===== src/rtl/uart_pkg.sv =====
// ============================================================================
// Module   : uart_pkg
// Brief    : Shared framing constants and FSM state type for the UART transmitter.
// Revision : 1.0
// ============================================================================
`default_nettype none

package uart_pkg;

    localparam int DEFAULT_CLKS_PER_BIT = 234;
    localparam int DATA_BITS            = 8;
    localparam int STOP_BITS            = 1;

    typedef enum logic [2:0] {
        IDLE   = 3'd0,
        START  = 3'd1,
        DATA   = 3'd2,
        PARITY = 3'd3,
        STOP   = 3'd4
    } uart_state_e;

endpackage

`default_nettype wire


===== src/rtl/sync_fifo.sv =====
// ============================================================================
// Module   : sync_fifo
// Brief    : Single-clock show-ahead FIFO; a push into a full FIFO is ignored.
// Revision : 1.0
// ============================================================================
`default_nettype none

module sync_fifo #(
    parameter int WIDTH = 8,
    parameter int DEPTH = 8
) (
    input  logic             clk,
    input  logic             rst,
    input  logic             push,
    input  logic             pop,
    input  logic [WIDTH-1:0] din,
    output logic [WIDTH-1:0] dout,
    output logic             full,
    output logic             empty
);

    localparam int           AW      = (DEPTH > 1) ? $clog2(DEPTH) : 1;
    localparam logic [AW-1:0] PTR_ONE = AW'(1);
    localparam logic [AW:0]   CNT_ONE = (AW + 1)'(1);
    localparam logic [AW:0]   CNT_MAX = (AW + 1)'(DEPTH);

    logic [WIDTH-1:0] mem_q [DEPTH];
    logic [AW-1:0]    wr_ptr_q;
    logic [AW-1:0]    rd_ptr_q;
    logic [AW:0]      count_q;
    logic             do_push;
    logic             do_pop;

    assign full    = (count_q == CNT_MAX);
    assign empty   = (count_q == '0);
    assign do_push = push && !full;
    assign do_pop  = pop && !empty;
    assign dout    = mem_q[rd_ptr_q];

    // DEPTH is a power of two, so pointer overflow is the modulo wrap.
    always_ff @(posedge clk) begin
        if (rst) begin
            wr_ptr_q <= '0;
            rd_ptr_q <= '0;
            count_q  <= '0;
        end else begin
            if (do_push) begin
                wr_ptr_q <= wr_ptr_q + PTR_ONE;
            end
            if (do_pop) begin
                rd_ptr_q <= rd_ptr_q + PTR_ONE;
            end
            case ({do_push, do_pop})
                2'b10:   count_q <= count_q + CNT_ONE;
                2'b01:   count_q <= count_q - CNT_ONE;
                default: count_q <= count_q;
            endcase
        end
    end

    always_ff @(posedge clk) begin
        if (do_push) begin
            mem_q[wr_ptr_q] <= din;
        end
    end

endmodule

`default_nettype wire


===== src/rtl/uart_tx_buffered.sv =====
// ============================================================================
// Module   : uart_tx_buffered
// Brief    : 8N1 UART transmitter fed by a byte FIFO; frames go out back-to-back.
//            Define UART_TX_PARITY_EN to insert an even-parity bit (8E1).
// Revision : 1.0
// ============================================================================
`default_nettype none

module uart_tx_buffered
    import uart_pkg::*;
#(
    parameter int CLKS_PER_BIT = DEFAULT_CLKS_PER_BIT,
    parameter int FIFO_DEPTH   = 8
) (
    input  logic                 clk,
    input  logic                 rst,
    input  logic                 wr,
    input  logic [DATA_BITS-1:0] din,
    output logic                 ack,
    output logic                 full,
    output logic                 empty,
    output logic                 busy,
    output logic                 overflow,
    output logic                 tx
);

    localparam int               CNT_W    = (CLKS_PER_BIT > 1) ? $clog2(CLKS_PER_BIT) : 1;
    localparam logic [CNT_W-1:0] RELOAD   = CNT_W'(CLKS_PER_BIT - 1);
    localparam logic [CNT_W-1:0] CNT_ONE  = CNT_W'(1);
    localparam logic [2:0]       LAST_BIT = 3'(DATA_BITS - 1);

    uart_state_e          state_q, state_d;
    logic [CNT_W-1:0]     cnt_q, cnt_d;
    logic [2:0]           idx_q, idx_d;
    logic [DATA_BITS-1:0] shift_q, shift_d;
    logic                 parity_q, parity_d;
    logic                 tx_q, tx_d;
    logic                 ack_q;
    logic                 overflow_q;

    logic                 fifo_pop;
    logic [DATA_BITS-1:0] fifo_dout;
    logic                 bit_done;

    sync_fifo #(
        .WIDTH (DATA_BITS),
        .DEPTH (FIFO_DEPTH)
    ) u_fifo (
        .clk   (clk),
        .rst   (rst),
        .push  (wr),
        .pop   (fifo_pop),
        .din   (din),
        .dout  (fifo_dout),
        .full  (full),
        .empty (empty)
    );

    assign bit_done = (cnt_q == '0);

    always_comb begin
        state_d  = state_q;
        cnt_d    = cnt_q;
        idx_d    = idx_q;
        shift_d  = shift_q;
        parity_d = parity_q;
        tx_d     = tx_q;
        fifo_pop = 1'b0;

        if (state_q != IDLE && !bit_done) begin
            cnt_d = cnt_q - CNT_ONE;
        end

        case (state_q)
            IDLE: begin
                if (!empty) begin
                    fifo_pop = 1'b1;
                    shift_d  = fifo_dout;
                    parity_d = ^fifo_dout;
                    state_d  = START;
                    tx_d     = 1'b0;
                    cnt_d    = RELOAD;
                end
            end
            START: begin
                if (bit_done) begin
                    state_d = DATA;
                    tx_d    = shift_q[0];
                    idx_d   = '0;
                    cnt_d   = RELOAD;
                end
            end
            DATA: begin
                if (bit_done) begin
                    cnt_d = RELOAD;
                    if (idx_q == LAST_BIT) begin
`ifdef UART_TX_PARITY_EN
                        state_d = PARITY;
                        tx_d    = parity_q;
`else
                        state_d = STOP;
                        tx_d    = 1'b1;
`endif
                    end else begin
                        idx_d   = idx_q + 3'd1;
                        shift_d = shift_q >> 1;
                        tx_d    = shift_q[1];
                    end
                end
            end
            PARITY: begin
                if (bit_done) begin
                    state_d = STOP;
                    tx_d    = 1'b1;
                    cnt_d   = RELOAD;
                end
            end
            STOP: begin
                if (bit_done) begin
                    // Chain straight into the next start bit when data is waiting.
                    if (!empty) begin
                        fifo_pop = 1'b1;
                        shift_d  = fifo_dout;
                        parity_d = ^fifo_dout;
                        state_d  = START;
                        tx_d     = 1'b0;
                        cnt_d    = RELOAD;
                    end else begin
                        state_d = IDLE;
                        tx_d    = 1'b1;
                    end
                end
            end
            default: begin
                state_d = IDLE;
                tx_d    = 1'b1;
            end
        endcase
    end

    always_ff @(posedge clk) begin
        if (rst) begin
            state_q    <= IDLE;
            cnt_q      <= '0;
            idx_q      <= '0;
            shift_q    <= '0;
            parity_q   <= 1'b0;
            tx_q       <= 1'b1;
            ack_q      <= 1'b0;
            overflow_q <= 1'b0;
        end else begin
            state_q    <= state_d;
            cnt_q      <= cnt_d;
            idx_q      <= idx_d;
            shift_q    <= shift_d;
            parity_q   <= parity_d;
            tx_q       <= tx_d;
            ack_q      <= wr && !full;
            overflow_q <= overflow_q || (wr && full);
        end
    end

    assign ack      = ack_q;
    assign overflow = overflow_q;
    assign busy     = (state_q != IDLE);
    assign tx       = tx_q;

endmodule

`default_nettype wire


===== config.mk =====
export PLATFORM = sky130hd
export DESIGN_NAME = uart_tx_buffered
export DESIGN_NICKNAME = d
export VERILOG_FILES = /design/src/rtl/uart_pkg.sv /design/src/rtl/sync_fifo.sv /design/src/rtl/uart_tx_buffered.sv
export SDC_FILE = /design/constraint.sdc
export NUM_CORES = 1
export LEC_CHECK = 0
export CAP_MARGIN = 15
export CORE_MARGIN = 2
export CORE_UTILIZATION = 60
export CTS_CLUSTER_SIZE = 10
export DETAILED_ROUTE_END_ITERATION = 6
export GPL_TIMING_DRIVEN = 0
export HOLD_SLACK_MARGIN = 0.08
export PLACE_DENSITY = 0.89
export SYNTH_ARGS = -nofsm -noshare
export SYNTH_HDL_FRONTEND = slang
export SYNTH_SLANG_ARGS = --single-unit
export TNS_END_PERCENT = 50

===== constraint.sdc =====
create_clock -name clk -period 3.6 [get_ports clk]
set_input_delay 1.08 -clock clk [delete_from_list [all_inputs] [get_ports clk]]
set_output_delay 1.08 -clock clk [all_outputs]
set_load 0.02 [all_outputs]

; ---- After elaboration in Yosys (flattened, before gate mapping)
; Memory sizes are Yosys's and may differ from the RTL's. A register that Yosys moved wholly into a read port is not among the register bits.
; Cells that the tools add are included.
[op_classes]
eq_ne = 15
reduce_logical = 20
mux = 38
add_sub_neg = 6
[ops]
columns = cell, n
row1 = $mux 8, 8
row2 = $pmux 8 s3, 2
row3 = $mux 3, 11
row4 = $pmux 3 s5, 1
row5 = $ne 2x2->1 const B, 7
row6 = $mux 1, 12
row7 = $add 3x1->3 const B, 3
row8 = $logic_not 8->1, 1
row9 = $pmux 4 s2, 1
row10 = $reduce_and 4->1, 2
row11 = $sub 8x1->8 const B, 1
row12 = $eq 3x2->1 const B, 2
row13 = $eq 3x3->1 const B, 2
row14 = $pmux 3 s2, 1
row15 = $reduce_and 6->1, 1
row16 = $reduce_bool 3->1, 2
row17 = $pmux 1 s5, 1
row18 = $reduce_and 5->1, 1
row19 = $add 4x1->4 const B, 1
row20 = $eq 4x4->1 const B, 1
row21 = $logic_and 1x1->1, 4
row22 = $logic_not 4->1, 1
row23 = $reduce_bool 2->1, 2
row24 = $sub 4x1->4 const B, 1
row25 = other kinds (8), 10
[totals]
inputBits = 11
word_cells = 90
ram_bits = 64
n_memories = 1
ff_bits = 35
[mem_list]
columns = memory, depth, width, rd, rd_clocked_by_memory_dff, write_ports, line_no
row1 = u_fifo.mem_q, 8, 8, 1, 1, 1, sync_fifo.sv:27  ; logic [WIDTH-1:0] mem_q [DEPTH];

; ---- Logic depth before layout (Yosys ltp)
; Gate-level depths: netlist of the first run.
[depth]
depth_word = 7
ltp_mapped = 12
mapped_depth_nobuf = 12

; ---- By module
; A second synthesis of the first run with hierarchy kept.
[unflattened]
hier_cells = 325
area_unflattened_um2 = 4520.6
[by_module_without_submodules]
columns = mod, area_per_inst_um2, n_inst, cells_each
row1 = sync_fifo, 3151.8, 1, 167
row2 = uart_tx_buffered, 1368.8, 1, 158

; ---- Worst setup path before layout of the first run
; No wires, ideal clock.
[synth_path]
path_type = register to register
startpoint = register u_fifo.count_q[1]
endpoint = register u_fifo.count_q[2]
setup_ns = 0.070
arrival_ns = 2.974
path_slack_ns = 0.555
path_stages_with_launch = 12
cell_sequence = dfxtp_1 -> buf_2 -> nor4b_1 -> nor2b_1 -> inv_1 -> ha_1 -> xor2_1 -> ha_1 -> a21oi_1 -> xor2_1 -> or3_1 -> a21oi_1
[synth_between]
elab_cells_between_ends = 15
[synth_rtl]
columns = element, line_no
row1 = from (decl), sync_fifo.sv:30  ; logic [AW:0] count_q;
row2 = from (signal assigned), sync_fifo.sv:54  ; 2'b10: count_q <= count_q + CNT_ONE;
row3 = from (signal assigned), sync_fifo.sv:55  ; 2'b01: count_q <= count_q - CNT_ONE;
row4 = from (signal assigned), sync_fifo.sv:56  ; default: count_q <= count_q;
row5 = $eq 4x4->1 (*), sync_fifo.sv:34  ; assign full = (count_q == CNT_MAX);
row6 = named net full, uart_tx_buffered.sv:20  ; output logic full,
row7 = $logic_not 1->1 (*), sync_fifo.sv:36  ; assign do_push = push && !full;
row8 = $logic_and 1x1->1 (*), sync_fifo.sv:36
row9 = $eq 2x1->1 or $eq 2x2->1 (tied branches), sync_fifo.sv:53  ; case ({do_push, do_pop})
row10 = $pmux 4 s2 or $reduce_bool 2->1 (tied branches), -
; Mark *: on every way through the listed nets, which the timed path passes. The rest lies on a longest branch.
; A chain may end at the register's enable or synchronous reset.

; ---- Worst setup path in the final report of the first run
[layout_path]
startpoint = input wr
endpoint = register u_fifo.count_q[2]
[layout_between]
elab_chain_len = 3
elab_cells_between_ends = 5
[layout_rtl]
columns = element, line_no
row1 = from (decl), uart_tx_buffered.sv:17  ; input logic wr,
row2 = $logic_and 1x1->1 (*), sync_fifo.sv:36
row3 = $eq 2x1->1 or $eq 2x2->1 (tied branches), sync_fifo.sv:53
row4 = $pmux 4 s2 or $reduce_bool 2->1 (tied branches), -
; Every way passes the cells marked *; elsewhere a longest branch is shown, timed or not.

==> flow_summary.toml, run 1 <==
[drt]
antenna_left = 0
vias = 2834
wl_per_cell_um = 17.80
route.detailed.drc = 0
first_pass_iters = 5
first_iter_violations = 168
routed_via_density = 5.954
routed_wl_mm = 8.472

[worst_setup_path]
ff2ff_setup_slack_ns = 0.59
worstPathRequired_ns = 3.89
critPathBufInv = 2
crit_chain = "clkdlybuf4s50_1 > nor2b_1 > inv_1 > ha_1 > xor2_1 > ha_1 > a21oi_1 > xor2_1 > or3_1 > a21oi_1"
crit_family = "buffers and inverters"
cp_max_fo = 8
criticalPathCategory = "input pin to flip-flop"
cp.arrival_ns = 3.56
reg2reg_to = "u_fifo.count_q[2]"
r2r-start = "u_fifo.count_q[1]"
ff2ff_path_depth = 11
cp_slowest_stage_delay_ns = 0.47
critPathCaptureType = "flip-flop"
timing.critical_path.from = "wr"
cpMaxStageDelayCell = "clkdlybuf4s50_1"
crit_path_start_kind = "input pin"

[clock_network]
cts_tree = "yes"
clk_latency_ns = 0.38
root_buffer = "clkbuf_8"
clkTransAtPathRegs_ns = 0.10
postCtsSetupBuffers = 0
numCtsBuffers = 9
post_cts_resized = 0
clock_path_buffers = 2
ctsHoldBuffers = 0
clock-sinks = 102
htreeDepth = 3

[pwr]
leakage_nw = 1.633
total_power_mw = 3.778
peakVddDrop_mv = 0.3973
powerDensity_nw_per_um2 = 778.9

[yosys]
yosysWarnings = 0
netlist_area_um2 = 4342
yosys.area_share.xor_xnor_pct = 3.026
synth-adder-area-share_pct = 2.594
synth_area_per_cell_um2 = 12.73
synth-compound-area-share_pct = 12.22
yosysTopAreaCellShare_pct = 44.27
synth_edf_count = 64
synthTopCellsByArea = "edfxtp_1 (44%), dfxtp_1 (18%), mux2i_1 (6.2%), a21oi_1 (3.1%), a211oi_1 (2.6%)"
yosysSeqAreaShare_pct = 61.79
yosysTopAreaCell = "edfxtp_1"
syn_inst = 341
synth_ff_type = "edfxtp_1"
async_reset_ff_share_pct = 0
synth_cell_types = 44
synth_mux_area_share_pct = 6.225
ys_ff_latch = 102
synthSimpleGateAreaFrac_pct = 11.79
syn-num-nets = 361
synth_top_family_by_area = "compound AO/OA/AOI/OAI gates"

[placed_design]
gp_congestion = 0.8206
pre_cts_slack_ns = -0.03968
io_buffer_count = 15
dp_hpwl_mm = 5.730
place_inst = 457
dpl_cell_area_um2 = 4634

[timing]
period_minus_slack_ns = 3.267
fin_skew_ns = 0.01423
worstMarginPinSlew_ns = 0.7948
hold_violations = 0
setup_viol = 0
fmaxAchievable_mhz = 306.1
grt_setup_unrepaired = "no"
fin_ws_ns = 0.3333
slew_violations = 0
finalCritPeriodShare_pct = 90.74
relSlewSlack_pct = 46.82
tns_ns = 0

[worst_hold_path]
hold_path_class = "flip-flop to flip-flop"
hold_depth = 2
hold_start = "idx_q[2]"
hold_end = "idx_q[2]"

[floorplanning]
die_w_um = 89.07
core_um2 = 7137
die_area_um2 = 7933
start_util_pct = 60.83
design.portCount = 17
rows = 31
die_h_um = 89.07

[global_route]
grt_start_max_net_pins = 21
grt_pass1_vias = 2661
grt_use_total_pct = 22.89
grt_pass1_wl_mm = 13.36
grt_antenna_before_repair = 0
grt.overflow.total = 0

[run]
cap_violations = 0

[cells_and_area]
diodes = 0
final_area_um2 = 4851
nNetsFinal = 392
layout-drive-gt1-share_pct = 11.14
fillers = 528
multiInputGateArea_um2 = 1563
area_growth_pct = 11.73
final_cells = 476
register_area_um2 = 2683

[outcome]
status = "finished, final reports clean"
-- final cells by class --
cell class / instances / area share (%)
Inverter: 4 / 0.3095
Timing Repair Buffer: 20 / 3.766
Clock buffer: 9 / 2.554
Buffer: 16 / 1.806
Multi-Input combinational cell: 219 / 32.22
Clock inverter: 7 / 1.496
Tap cell: 99 / 2.554
Sequential cell: 102 / 55.30
-- flip-flops by register name, summed over array words and instances (netlist names), named ones only --
register         flops
ack                  1
tx                   1
u_fifo.wr_ptr_q      3
idx_q                3
cnt_q                8
u_fifo.count_q       4
overflow             1
u_fifo.rd_ptr_q      3
state_q              3
u_fifo.mem_q        64
shift_q              8
-- cells in the final DEF, fill, tap and decap left out, types with 2 or more instances in the layout --
cell             instances
edfxtp_1                64
dfxtp_1                 38
nor2_1                  28
a21oi_1                 27
mux2i_1                 27
a211oi_1                15
clkdlybuf4s50_1         15
nand2_1                 14
nor2b_1                 11
xor2_1                  10
nor3_1                   9
ha_1                     9
clkbuf_8                 9
a22o_1                   8
a2111oi_0                8
nand2b_1                 7
buf_2                    6
clkbuf_1                 6
nand3_1                  6
buf_4                    5
xnor2_1                  5
o21ai_0                  5
inv_1                    4
or3_1                    3
nand3b_1                 3
inv_8                    3
nor3b_2                  2
o21a_1                   2
o22ai_1                  2
a211oi_2                 2
clkbuf_4                 2
-- where the power goes --
part           internal, mW  switching, mW
combinational         0.636          0.877
clock                 0.274          0.435
sequential             1.43          0.132
total                  2.34           1.44
-- cell usage after synthesis (6+ instances only) --
cell / n
a22o_1: 8
clkbuf_1: 6
nand2b_1: 7
a2111oi_0: 8
nor3_1: 9
a211oi_1: 15
edfxtp_1: 64
nor2b_1: 11
ha_1: 9
dfxtp_1: 38
a21oi_1: 27
nor2_1: 28
nand3_1: 6
mux2i_1: 27
nand2_1: 14
xor2_1: 10
-- how the worst max path moves through the flow --
stage,endpoint,slack [ns],depth (start not counted)
2_1_floorplan,u_fifo.count_q[2],0.56,11
3_3_place_gp,u_fifo.mem_q[0][5],-0.18,4
3_5_place_dp,u_fifo.count_q[2],-0.04,10
4_1_cts,u_fifo.count_q[2],0.34,10
5_1_grt,u_fifo.count_q[2],0.19,10
6_report,u_fifo.count_q[2],0.33,10
-- logic make-up after synthesis --
logic type,after synthesis
DFF,102
and+or+nand+nor,93
AOI/OAI and AO/OA,75
muxes,27
buffers and inverters,20
xor gates and xnor gates,15
adders and majority gates,9
-- layer usage --
layer	track usage [%]	vias up	wire length [µm]
met5	0	-	0
met4	6.784	0	119
met3	6.187	14	427
met2	39.21	70	4399
met1	28.72	1407	3525
li1	-	1343	-
-- worst register-to-register path, stage by stage (launching register included) --
cell     delay (ns)
dfxtp_1        0.31
buf_2          0.15
nor4b_1        0.60
nor2b_1        0.23
inv_1          0.29
ha_1           0.31
xor2_1         0.10
ha_1           0.18
a21oi_1        0.16
xor2_1         0.10
or3_1          0.33
a21oi_1        0.18
-- through the flow --
stage	utilization [%]	hold slack, ns
floorplan	-	0.4356
global placement	64.67	0.4446
detailed placement	64.94	0.4566
CTS	67.69	0.4710
global route	67.97	0.4912
finish	67.97	0.4761
(Power assumes the default switching activity.)
==> run 2, diff against run 1 <==
- CORE_ASPECT_RATIO: not set -> 1.1
==> run 2 against run 1 <==
Net effect: via count decreased by 2.6%; total power rose by 0.59%; design area barely moved; non-clock buffer count did not move; first-iteration DRC count is 13% higher; clock power up 7.1%; combinational power is essentially flat; largest cell class unchanged; utilization up 1.2 points; final cell count down 2.9%; register-to-register slack hardly changed; global-route usage down 1.2 points; sequential power barely moved.
==> flow_summary.toml, run 2 (synthesis results as in run 1) <==
[outcome]
status = "finished, final reports clean"

[cells_and_area]
fillers = 468
mostFrequentLayoutCell = "edfxtp_1"
area_growth_pct = 11.67
diodes = 0
final_cell_mix = "edfxtp_1 (64), dfxtp_1 (38), nor2_1 (28)"
layout-drive-gt1-share_pct = 11.14
nNetsFinal = 392
largestRegisters = "u_fifo.mem_q x64, cnt_q x8, shift_q x8"
top_register = "u_fifo.mem_q"
largest_register_ffs = 64
final_util_pct = 69.20
final_area_um2 = 4848

[drt]
first_iter_violations = 190
routed_wl_mm = 8.053
wl_per_cell_um = 17.43
antenna_left = 0
route.detailed.drc = 0
vias = 2761
routed_via_density = 5.976
first_pass_iters = 4

[placed_design]
gp_congestion = 0.8319
io_buffer_count = 15
dpl_cell_area_um2 = 4619
dp_hpwl_mm = 5.421
pre_cts_slack_ns = -0.03140

[timing]
fin_ws_ns = 0.3249
grt_setup_unrepaired = "no"
hold_violations = 0
finalCritPeriodShare_pct = 90.98
setup_viol = 0
worstMarginPinSlew_ns = 0.8796
slew_violations = 0
fin_skew_ns = 0.01156
tns_ns = 0
period_minus_slack_ns = 3.275
relSlewSlack_pct = 41.15
fmaxAchievable_mhz = 305.3

[worst_setup_path]
timing.critical_path.from = "u_fifo.count_q[1]"
ff2ff_setup_slack_ns = 0.59
cp.arrival_ns = 2.20
critPathCaptureType = "output port"
crit_path_start_kind = "flip-flop"
reg2reg_to = "u_fifo.count_q[2]"
ff2ff_path_depth = 12
r2r-start = "cnt_q[0]"
cp_max_fo = 7
criticalPathCategory = "flip-flop to output port"
critPathCapture = "full"
worstPathRequired_ns = 2.52

[pwr]
leakage_nw = 1.639
powerDensity_nw_per_um2 = 783.9
peakVddDrop_mv = 0.5158
total_power_mw = 3.801

[floorplanning]
die_area_um2 = 7933
design.portCount = 17
die_h_um = 93.22
core_um2 = 7007
start_util_pct = 61.96
rows = 32
die_w_um = 85.11

[global_route]
grt_pass1_wl_mm = 13.13
grt.overflow.total = 0
grt_use_total_pct = 21.71
grt_start_max_net_pins = 20
grt_pass1_vias = 2693
grt_antenna_before_repair = 0

[clock_network]
clk_latency_ns = 0.37
clkTransAtPathRegs_ns = 0.10
post_cts_resized = 0
clock-sinks = 102
root_buffer = "clkbuf_8"
htreeDepth = 3
ctsHoldBuffers = 0
numCtsBuffers = 9
clock_path_buffers = 2
cts_tree = "yes"
postCtsSetupBuffers = 0

[worst_hold_path]
hold_path_class = "flip-flop to flip-flop"

[run]
cap_violations = 0
[run 2: changes by cell type in the layout (fill, tap and decap cells not counted), sizes merged]
cell    change
clkinv      -1
bufinv      +1
clkbuf      -1
buf         +1
[run 2: report_power, final]
group          switching, mW  internal [mW]
Clock                  0.420          0.339
Combinational          0.856          0.635
Sequential             0.125           1.42
[run 2: worst max-delay path: stages (launching register included)]
cell and delay (ns):
dfxtp_1 0.31, buf_2 0.16, nor4b_1 0.62, clkdlybuf4s50_1 0.73
[run 2: cell type report]
class	instances	area (µm²)	share of cell area, %
clock inverter	7	87.58	1.806
multi-input combinational	219	1563	32.23
clock buffer	9	123.9	2.555
inverter	4	15.01	0.3097
timing repair buffer	20	182.7	3.768
buffer	16	87.58	1.806
tap	85	106.4	2.194
sequential	102	2683	55.33
[run 2: metrics by stage]
step | std cells | hold WS, ns
after detailed placement | 443 | 0.4544
after global routing | 462 | 0.5068
after CTS | 459 | 0.4696
final | 462 | 0.4630
after global placement | 441 | 0.4452
after floorplan | 341 | 0.4356
[run 2: how the worst min path moves through the flow]
stage	slack, ns	end	cells past startpoint	from
floorplan	0.44	idx_q[1]	2	idx_q[1]
global placement	0.45	idx_q[1]	2	idx_q[1]
detailed placement	0.45	idx_q[1]	2	idx_q[1]
CTS	0.47	idx_q[1]	2	idx_q[1]
global route	0.51	shift_q[7]	2	shift_q[7]
finish	0.46	idx_q[2]	2	idx_q[2]
[run 2: metal layers]
metal  routed length [µm]  track usage, %  up-vias
met2                 4006           35.94       80
met4                  135           7.672        0
met5                    0               0        -
met3                  447           5.296       14
li1                     -               -     1346
met1                 3463           27.98     1321
